===== config.mk =====
export PLATFORM = sky130hd
export DESIGN_NAME = reel_game_ctrl
export DESIGN_NICKNAME = d
export VERILOG_FILES = /design/src/rtl/reel_game_ctrl.sv
export SDC_FILE = /design/constraint.sdc
export NUM_CORES = 1
export LEC_CHECK = 0
export ABC_AREA = 1
export CORE_MARGIN = 1.5
export CORE_UTILIZATION = 40
export DETAILED_ROUTE_END_ITERATION = 12
export HOLD_SLACK_MARGIN = 0.03
export SLEW_MARGIN = 20
export SYNTH_ARGS = -nofsm -noshare
export SYNTH_HDL_FRONTEND = slang
export SYNTH_SLANG_ARGS = --single-unit

===== constraint.sdc =====
create_clock -name clk_i -period 7.4 [get_ports clk_i]
set_clock_uncertainty 0.1 [all_clocks]
set_input_delay 1.48 -clock clk_i [delete_from_list [all_inputs] [get_ports clk_i]]
set_output_delay 1.48 -clock clk_i [all_outputs]
set_load 0.05 [all_outputs]

===== src/rtl/reel_game_ctrl.sv =====
// -----------------------------------------------------------------------------
// reel_game_ctrl -- slot-machine style reel game controller.
//
// A free-running 32-bit Fibonacci LFSR (taps 32,22,2,1) supplies reel symbols.
// In IDLE the player steps the bet and starts a spin. Each reel then reloads
// its symbol from the LFSR every cycle until its staggered stop point, after
// which a single EVAL cycle scores the line and returns to IDLE. When the credit
// reaches zero the game parks in OVER until a start request restarts it.
//
// Optional feature macro: REEL_GAME_EARLY_STOP_EN
//   defined   -> start_pulse_i during SPIN freezes every reel at once
//   undefined -> start_pulse_i during SPIN is ignored
//
// Ports:
//   clk_i           system clock, all state changes on the rising edge
//   rst_i           synchronous active-high reset
//   start_pulse_i   one-cycle start / restart / early-stop request
//   bet_pulse_i     one-cycle bet-step request
//   sym_o           reel symbols, reel k at [k*SYM_W +: SYM_W]
//   reel_stopped_o  bit k high while reel k is frozen
//   score_o         current credit
//   bet_o           current bet level, 1..MAX_BET
//   state_o         IDLE=0, SPIN=1, EVAL=2, OVER=3
//   done_o          one-cycle pulse when a spin result is settled
//   win_o           high from settlement to next spin start if payout > 0
// -----------------------------------------------------------------------------
module reel_game_ctrl #(
    parameter int unsigned        NUM_REELS      = 5,
    parameter int unsigned        SYM_W          = 3,
    parameter int unsigned        SCORE_W        = 16,
    parameter int unsigned        SPIN_CYCLES    = 16,
    parameter int unsigned        STAGGER_CYCLES = 4,
    parameter logic [SCORE_W-1:0] START_CREDIT   = SCORE_W'(100),
    parameter int unsigned        MAX_BET        = 5,
    parameter logic [31:0]        LFSR_SEED      = 32'hACE1_2468
) (
    input  logic                         clk_i,
    input  logic                         rst_i,
    input  logic                         start_pulse_i,
    input  logic                         bet_pulse_i,
    output logic [NUM_REELS*SYM_W-1:0]   sym_o,
    output logic [NUM_REELS-1:0]         reel_stopped_o,
    output logic [SCORE_W-1:0]           score_o,
    output logic [3:0]                   bet_o,
    output logic [1:0]                   state_o,
    output logic                         done_o,
    output logic                         win_o
);

    localparam int unsigned SYMS_W = NUM_REELS * SYM_W;

    typedef enum logic [1:0] {
        ST_IDLE = 2'd0,
        ST_SPIN = 2'd1,
        ST_EVAL = 2'd2,
        ST_OVER = 2'd3
    } state_t;

    state_t               state_q,   state_d;
    logic [31:0]          lfsr_q,    lfsr_d;
    logic [15:0]          cnt_q,     cnt_d;
    logic [SYMS_W-1:0]    sym_q,     sym_d;
    logic [NUM_REELS-1:0] stopped_q, stopped_d;
    logic [SCORE_W-1:0]   score_q,   score_d;
    logic [3:0]           bet_q,     bet_d;
    logic                 done_q,    done_d;
    logic                 win_q,     win_d;

    logic                 lfsr_fb;
    logic                 early_stop;
    logic [SCORE_W-1:0]   bet_ext;
    logic [3:0]           match_cnt;
    logic                 match_run;
    logic [7:0]           payout;
    logic [SCORE_W:0]     score_sum;

    assign lfsr_fb = lfsr_q[31] ^ lfsr_q[21] ^ lfsr_q[1] ^ lfsr_q[0];
    assign bet_ext = SCORE_W'(bet_q);

`ifdef REEL_GAME_EARLY_STOP_EN
    assign early_stop = start_pulse_i;
`else
    assign early_stop = 1'b0;
`endif

    // Count the unbroken run of reels, from reel 0 upward, showing reel 0's symbol.
    always_comb begin
        match_cnt = '0;
        match_run = 1'b1;
        for (int k = 0; k < NUM_REELS; k++) begin
            if (match_run && (sym_q[k*SYM_W +: SYM_W] == sym_q[SYM_W-1:0])) begin
                match_cnt = match_cnt + 4'd1;
            end else begin
                match_run = 1'b0;
            end
        end
    end

    always_comb begin
        if (match_cnt == 4'(NUM_REELS)) begin
            payout = {1'b0, bet_q, 3'b000};        // bet * 8
        end else if (match_cnt >= 4'd3) begin
            payout = {3'b000, bet_q, 1'b0};        // bet * 2
        end else begin
            payout = '0;
        end
    end

    // One spare bit catches the carry so the credit saturates instead of wrapping.
    assign score_sum = {1'b0, score_q} + (SCORE_W+1)'(payout);

    always_comb begin
        // NOTE: every _d starts as its _q so no branch can leave a value unassigned
        // and infer a latch; the branches below only override what changes.
        state_d   = state_q;
        lfsr_d    = {lfsr_q[30:0], lfsr_fb};
        cnt_d     = cnt_q;
        sym_d     = sym_q;
        stopped_d = stopped_q;
        score_d   = score_q;
        bet_d     = bet_q;
        done_d    = 1'b0;
        win_d     = win_q;

        case (state_q)
            ST_IDLE: begin
                if (score_q == '0) begin
                    state_d = ST_OVER;
                end else if (start_pulse_i && (score_q >= bet_ext)) begin
                    score_d   = score_q - bet_ext;
                    win_d     = 1'b0;
                    stopped_d = '0;
                    cnt_d     = '0;
                    state_d   = ST_SPIN;
                end
                // A start in the same cycle wins: it spends the current bet and
                // the bet step is dropped.
                if (bet_pulse_i && !start_pulse_i) begin
                    bet_d = (bet_q == 4'(MAX_BET)) ? 4'd1 : bet_q + 4'd1;
                end
            end

            ST_SPIN: begin
                cnt_d = cnt_q + 16'd1;
                if (early_stop) begin
                    stopped_d = '1;
                    state_d   = ST_EVAL;
                end else begin
                    for (int k = 0; k < NUM_REELS; k++) begin
                        if (!stopped_q[k]) begin
                            sym_d[k*SYM_W +: SYM_W] = lfsr_q[k*SYM_W +: SYM_W];
                            if (cnt_q == 16'(SPIN_CYCLES - 1 + k * STAGGER_CYCLES)) begin
                                stopped_d[k] = 1'b1;
                            end
                        end
                    end
                    if (&stopped_d) begin
                        state_d = ST_EVAL;
                    end
                end
            end

            ST_EVAL: begin
                score_d = score_sum[SCORE_W] ? '1 : score_sum[SCORE_W-1:0];
                done_d  = 1'b1;
                win_d   = (payout != '0);
                state_d = ST_IDLE;
            end

            ST_OVER: begin
                if (start_pulse_i) begin
                    score_d = START_CREDIT;
                    bet_d   = 4'd1;
                    state_d = ST_IDLE;
                end
            end

            default: state_d = ST_IDLE;
        endcase
    end

    // Reset is sampled on the clock edge and overrides every request, so a spin
    // cut short by reset never reaches EVAL and never pays out.
    always_ff @(posedge clk_i) begin
        // NOTE: sequential state is assigned with <= so every register samples the
        // pre-edge values, independent of statement order.
        if (rst_i) begin
            state_q   <= ST_IDLE;
            lfsr_q    <= LFSR_SEED;
            cnt_q     <= '0;
            sym_q     <= '0;
            stopped_q <= '1;
            score_q   <= START_CREDIT;
            bet_q     <= 4'd1;
            done_q    <= 1'b0;
            win_q     <= 1'b0;
        end else begin
            state_q   <= state_d;
            lfsr_q    <= lfsr_d;
            cnt_q     <= cnt_d;
            sym_q     <= sym_d;
            stopped_q <= stopped_d;
            score_q   <= score_d;
            bet_q     <= bet_d;
            done_q    <= done_d;
            win_q     <= win_d;
        end
    end

    assign sym_o          = sym_q;
    assign reel_stopped_o = stopped_q;
    assign score_o        = score_q;
    assign bet_o          = bet_q;
    assign state_o        = state_q;
    assign done_o         = done_q;
    assign win_o          = win_q;

endmodule


### Yosys cells after proc, flatten, opt, wreduce, memory -nomap -nowiden

Index checks and enable logic that the tools add are counted.

| cells by class | value |
|---|---|
| $add $sub $neg | 7 |
| $lt $le $gt $ge | 2 |
| eq/ne operators | 20 |
| muxes and demuxes | 48 |
| bitwise operators | 8 |
| reductions and logical operators | 24 |

Operator list:

| operator | count |
|---|---|
| 16-bit two-way mux | 6 |
| 16-bit by 5-bit equality test with 1-bit output (second input constant) | 4 |
| 16-bit one-hot mux with 3 select lines | 1 |
| 16-bit one-hot mux with 2 select lines | 1 |
| 4-bit two-way mux | 6 |
| 1-bit two-way mux | 21 |
| 16-bit by 8-bit adder with 17-bit output | 1 |
| 16-bit by 1-bit adder with 16-bit output (second input constant) | 1 |
| 16-bit by 4-bit equality test with 1-bit output (second input constant) | 1 |
| 16-bit by 4-bit >= comparator with 1-bit output | 1 |
| 16-bit logical NOT | 1 |
| 16-bit by 4-bit subtractor with 16-bit output | 1 |
| 5-bit two-way mux | 3 |
| 4-bit by 1-bit adder with 4-bit output (second input constant) | 3 |
| 3-bit equality test | 4 |
| 3-bit AND reduction | 4 |
| 2-bit two-way mux | 5 |
| 2-bit inequality test (second input constant) | 5 |
| 5-bit one-hot mux with 2 select lines | 1 |
| 2-bit AND reduction | 5 |
| 4-bit by 3-bit equality test with 1-bit output (second input constant) | 2 |
| 8-bit two-way mux | 1 |
| 2-bit one-hot mux with 4 select lines | 1 |
| 4-bit one-hot mux with 2 select lines | 1 |
| 16 further kinds | 29 |

| storage, ports and cells | value |
|---|---|
| flip-flop bits (word level) | 92 |
| bits of input ports | 4 |

### Longest topological paths before layout

| logic depth | value |
|---|---|
| depth after elaboration | 14 |
| mapped depth | 21 |
| gate-level depth less buffers | 21 |

### Least setup slack after synthesis

OpenSTA, ideal clock, no wires.

| path | value |
|---|---|
| path kind | reg2reg |
| from | register sym_q[2], in the netlist sym_o[2] |
| to | register score_q[15], in the netlist score_o[15] |
| data arrival time | 2.908 ns |
| slack | 4.274 ns |
| stages on the path, launching flop included | 20 |
| cell sequence | dfxtp_1 > buf_2 > xnor2_1 > nand3_1 > nor2_2 > nand3_1 > nand2_1 > nand2_1 > ha_1 > a21oi_1 > nand2_1 > nand3_1 > nand2_1 > nand2_1 > buf_4 > nand3_1 > nand2_1 > nand2_1 > nor2_1 > nor2_1 |

| on the way | value |
|---|---|
| word-level cells in the longest chain between the ends | 14 |

Ends and longest elaborated chain:

| element | RTL line | source |
|---|---|---|
| from (decl) | 62 | `logic [SYMS_W-1:0] sym_q, sym_d;` |
| from (signal assigned) | 201 | `sym_q <= sym_d;` |
| 3-bit equality test | 91 | `if (match_run && (sym_q[k*SYM_W +: SYM_W] == sym_q[SYM_W-1:0])) begin` |
| 2-bit two-way mux / 1-bit two-way mux (equally long branches) | 91 |  |
| 2-bit by 1-bit adder with 3-bit output / 1-bit logical AND (equally long branches) | 92, 91 |  |
| 4-bit two-way mux / 1-bit two-way mux (equally long branches) | 91 |  |
| 4-bit by 1-bit adder with 4-bit output / 1-bit logical AND (equally long branches) | 92, 91 |  |
| 4-bit two-way mux / 1-bit two-way mux (equally long branches) | 91 |  |
| 4-bit by 1-bit adder with 4-bit output / 1-bit logical AND (equally long branches) | 92, 91 |  |
| 4-bit two-way mux (*) | 91 |  |
| 4-bit by 2-bit >= comparator with 1-bit output | 102 | `end else if (match_cnt >= 4'd3) begin` |
| 5-bit two-way mux | 102 |  |
| 8-bit two-way mux (*) | 100 | `if (match_cnt == 4'(NUM_REELS)) begin` |
| 16-bit by 8-bit adder with 17-bit output (*) | 110 | `assign score_sum = {1'b0, score_q} + (SCORE_W+1)'(payout);` |
| 16-bit two-way mux (*) | 164 | `score_d = score_sum[SCORE_W] ? '1 : score_sum[SCORE_W-1:0];` |
| 16-bit one-hot mux with 3 select lines (*) | 125 | `case (state_q)` |
| to (signal assigned) | 203 | `score_q <= score_d;` |
| to (decl) | 64 | `logic [SCORE_W-1:0] score_q, score_d;` |

Every way passes the cells marked *; elsewhere a longest branch is shown, timed or not.
A chain may end at the register's enable or synchronous reset.

### Worst setup path in the final report

| path | value |
|---|---|
| from | register state_q[1], in the netlist state_o[1] |
| to | output state_o[1] |

RTL lines:

| element | RTL line | source |
|---|---|---|
| from (decl) | 59 | `state_t state_q, state_d;` |
| from (signal assigned) | 198 | `state_q <= state_d;` |
| to (decl) | 45 | `output logic [1:0] state_o,` |

No word-level cell between the ends.

==> results.py <==
metrics = {
    "run_status": {
        "status": "finished clean",
    },
    "placement": {
        "dp.cells": 968,
        "gp_congestion": 0.941,
        "portBuffers": 47,
        "dp_hpwl_um": 9750,
    },
    "setup_path": {
        "crit_family": "buffers and inverters",
        "crit_required_ps": 5820,
        "critPathKind": "reg2out",
        "crit_chain": "clkdlybuf4s50_1",
        "crit_arrival_ps": 1910,
        "worst_setup_path_end_kind": "output port",
        "crit_fanout": 10,
        "slowest_delay_ps": 910,
        "start_kind": "flop",
        "slowest_stage": "clkdlybuf4s50_1",
        "critical_path_buf_inv_count": 1,
    },
    "global_route": {
        "grt_overflow": 0,
        "grt_pass1_vias": 4697,
        "antenna_found_initial": 0,
        "grt_first_pass_wirelength_um": 22700,
        "track_usage_pct": 21.5,
        "grt_max_degree": 67,
    },
    "clock_network": {
        "numCtsBuffers": 9,
        "clk_latency_ps": 350,
        "cts_hold_buf": 0,
        "clockBufferDepth": 2,
        "h-tree-depth": 3,
        "cts.clk_slew.worst_paths_ps": 70,
        "cts_resized": 0,
        "cts_setup_buffers": 0,
        "cts_tree": "yes",
        "clkSinkCount": 92,
        "cts-root-buf": "clkbuf_16",
    },
    "yosys": {
        "ys_top_cells_by_count": "nand2_1 (204), dfxtp_1 (92), inv_1 (88)",
        "yosys-top-cells-area": "dfxtp_1 (36%), nand2_1 (15%), nand3_1 (6.9%)",
        "yosysWarnings": 0,
        "yosysMostFrequentCell": "nand2_1",
        "ys_dominant_reg_cell": "dfxtp_1",
        "synth_nets": 791,
        "synth_cell_types": 39,
        "syn_inst": 772,
        "synthArstFlopShare_pct": 0,
        "synth_top_area_cell": "dfxtp_1",
        "ys_seq_elements": 92,
        "ys_seq_area_share_pct": 35.7,
        "syn_avg_cell_area_um2": 6.67,
        "synth_edf_count": 0,
        "synth_top_area_share_pct": 35.7,
        "synth_area_um2": 5150,
    },
    "drt": {
        "wl_per_cell_um": 14.0,
        "viasPerCell": 5.13,
        "firstDrtPassIters": 5,
        "drcViolationCount": 0,
        "vias": 5043,
        "routed_wl_um": 13800,
        "final_antenna_net_count": 0,
        "drtIter0Drc": 387,
    },
    "die": {
        "die_h_um": 116,
        "dieWidth_um": 116,
        "ios": 48,
        "rows": 41,
        "core_um2": 12600,
        "dieArea_um2": 13600,
        "start_util_pct": 41.0,
    },
    "final_layout": {
        "regArea_um2": 1840,
        "drive_above_1_share_pct": 7.15,
        "instances_no_fill": 983,
        "fin_nets": 826,
        "diodes": 0,
        "fillCellCount": 1309,
        "areaGrowthSynthToFinish_pct": 16.7,
        "multi_input_area_um2": 2840,
    },
    "power": {
        "ir_worst_vdd_mv": 0.252,
        "powerDensity_nw_per_um2": 362,
        "leakage_uw": 0.00263,
    },
    "sta": {
        "setup_violations": 0,
        "tightest_slew_ps": 905,
        "fin_setup_tns_ps": 0,
        "hold_viol": 0,
        "rsz0062_at_grt": "no",
        "slew_headroom_pct": 39.6,
        "post-route-min-period_ps": 3490,
        "maxSlewViolCount": 0,
        "post-route-period-util_pct": 47.2,
        "fmax_mhz": 286,
    },
    "job": {
        "drv_cap": 0,
    },
    "hold_path": {
        "min_path_type": "reg2reg",
    },
}
[area by class of cell]
cell class / count / area share (%)
Multi-Input combinational cell: 565 / 47.2
Sequential cell: 92 / 30.6
Timing Repair Buffer: 49 / 7.99
Inverter: 90 / 5.66
Clock buffer: 9 / 3.75
Tap cell: 172 / 3.58
Clock inverter: 6 / 1.23
[per-layer routing]
layer | GRT usage [%] | part of all wire, % | vias to the layer above
li1 | - | - | 2559
met3 | 4.10 | 6.1 | 22
met5 | 0 | 0 | -
met2 | 34.0 | 46 | 165
met4 | 9.27 | 2.2 | 0
met1 | 28.7 | 46 | 2297
[state kept, by name (all words and copies together) (netlist names)]
signal          cells
win_o               1
state_o             2
score_o            16
lfsr_q             32
done_o              1
sym_o              15
cnt_q              16
reel_stopped_o      5
bet_o               4
[cell usage in the layout (no fill, tap or decap), drive strengths merged]
cell type      synthesis  final
nand3b                 4      4
bufinv                 0      1
nand4                 23     23
nor4                   1      1
a31o                   1      1
xor2                  14     14
fa                     2      2
a31oi                  1      1
nand2                208    208
ha                    13     13
clkbuf                13      9
a211oi                 1      1
dfxtp                 92     92
a22oi                  5      5
clkinv                 0      1
clkinvlp               0      2
o211ai                 2      2
nand3                 73     73
nor3                  14     14
o21ai                 26     26
or2                   21     21
clkdlybuf4s50          0     46
a21oi                 54     54
inv                   90     92
buf                   12      3
xnor2                  8      8
o21bai                 3      3
a21boi                 2      2
nor2                  89     89
[cell families (layout without fill, tap and decap cells)]
group                    Yosys count  after routing  share of synthesized area, %
AO/OA/AOI/OAI                     95             95                          10.2
XOR/XNOR                          22             22                          3.74
flip-flops                        92             92                          35.7
AND/OR/NAND/NOR                  433            433                          37.1
buffers and inverters            115            154                          9.28
adder cells (fa/ha/maj)           15             15                          3.93
[worst paths after layout]
check / slack [ps] / cells past startpoint / end / start
worst min-delay path: 310 / 2 / lfsr_q[17]$_SDFF_PP0_ / lfsr_q[16]$_SDFF_PP1_
worst max register to register: 3950 / 18 / score_o[8]$_SDFFE_PP0P_ / sym_o[1]$_SDFFE_PP0P_
worst min register to register: 310 / 2 / lfsr_q[17]$_SDFF_PP0_ / lfsr_q[16]$_SDFF_PP1_
worst max-delay path: 3910 / 1 / state_o[1] / state_o[1]$_SDFFE_PP0P_
[metrics by stage]
| stage | utilization, % | area [um2] | hold slack [ps] | total power [uW] | worst slack, ps |
|---|---|---|---|---|---|
| after global placement | 45.5 | 5710 | 290 | 1690 | 4110 |
| final | 47.8 | 6010 | 305 | 2170 | 3910 |
| after floorplan | - | 5150 | 288 | 1420 | 4270 |
| after global routing | 47.8 | 6010 | 323 | 2320 | 3720 |
| after CTS | 47.8 | 6010 | 305 | 2180 | 3880 |
| after detailed placement | 45.5 | 5710 | 296 | 1700 | 4080 |
[report_power, final]
part	switching, uW	internal, uW
registers	104	566
clock network	211	264
logic	701	328
total	1020	1160
[worst reg2reg max path, delay by kind of cell (launching register included)]
| kind | cells | cell delay, ps |
|---|---|---|
| flip-flops | 1 | 490 |
| buffers and inverters | 1 | 130 |
| AO/OA/AOI/OAI | 2 | 220 |
| adder cells (fa/ha/maj) | 1 | 350 |
| AND/OR/NAND/NOR | 14 | 2000 |
(Power assumes the default switching activity.)
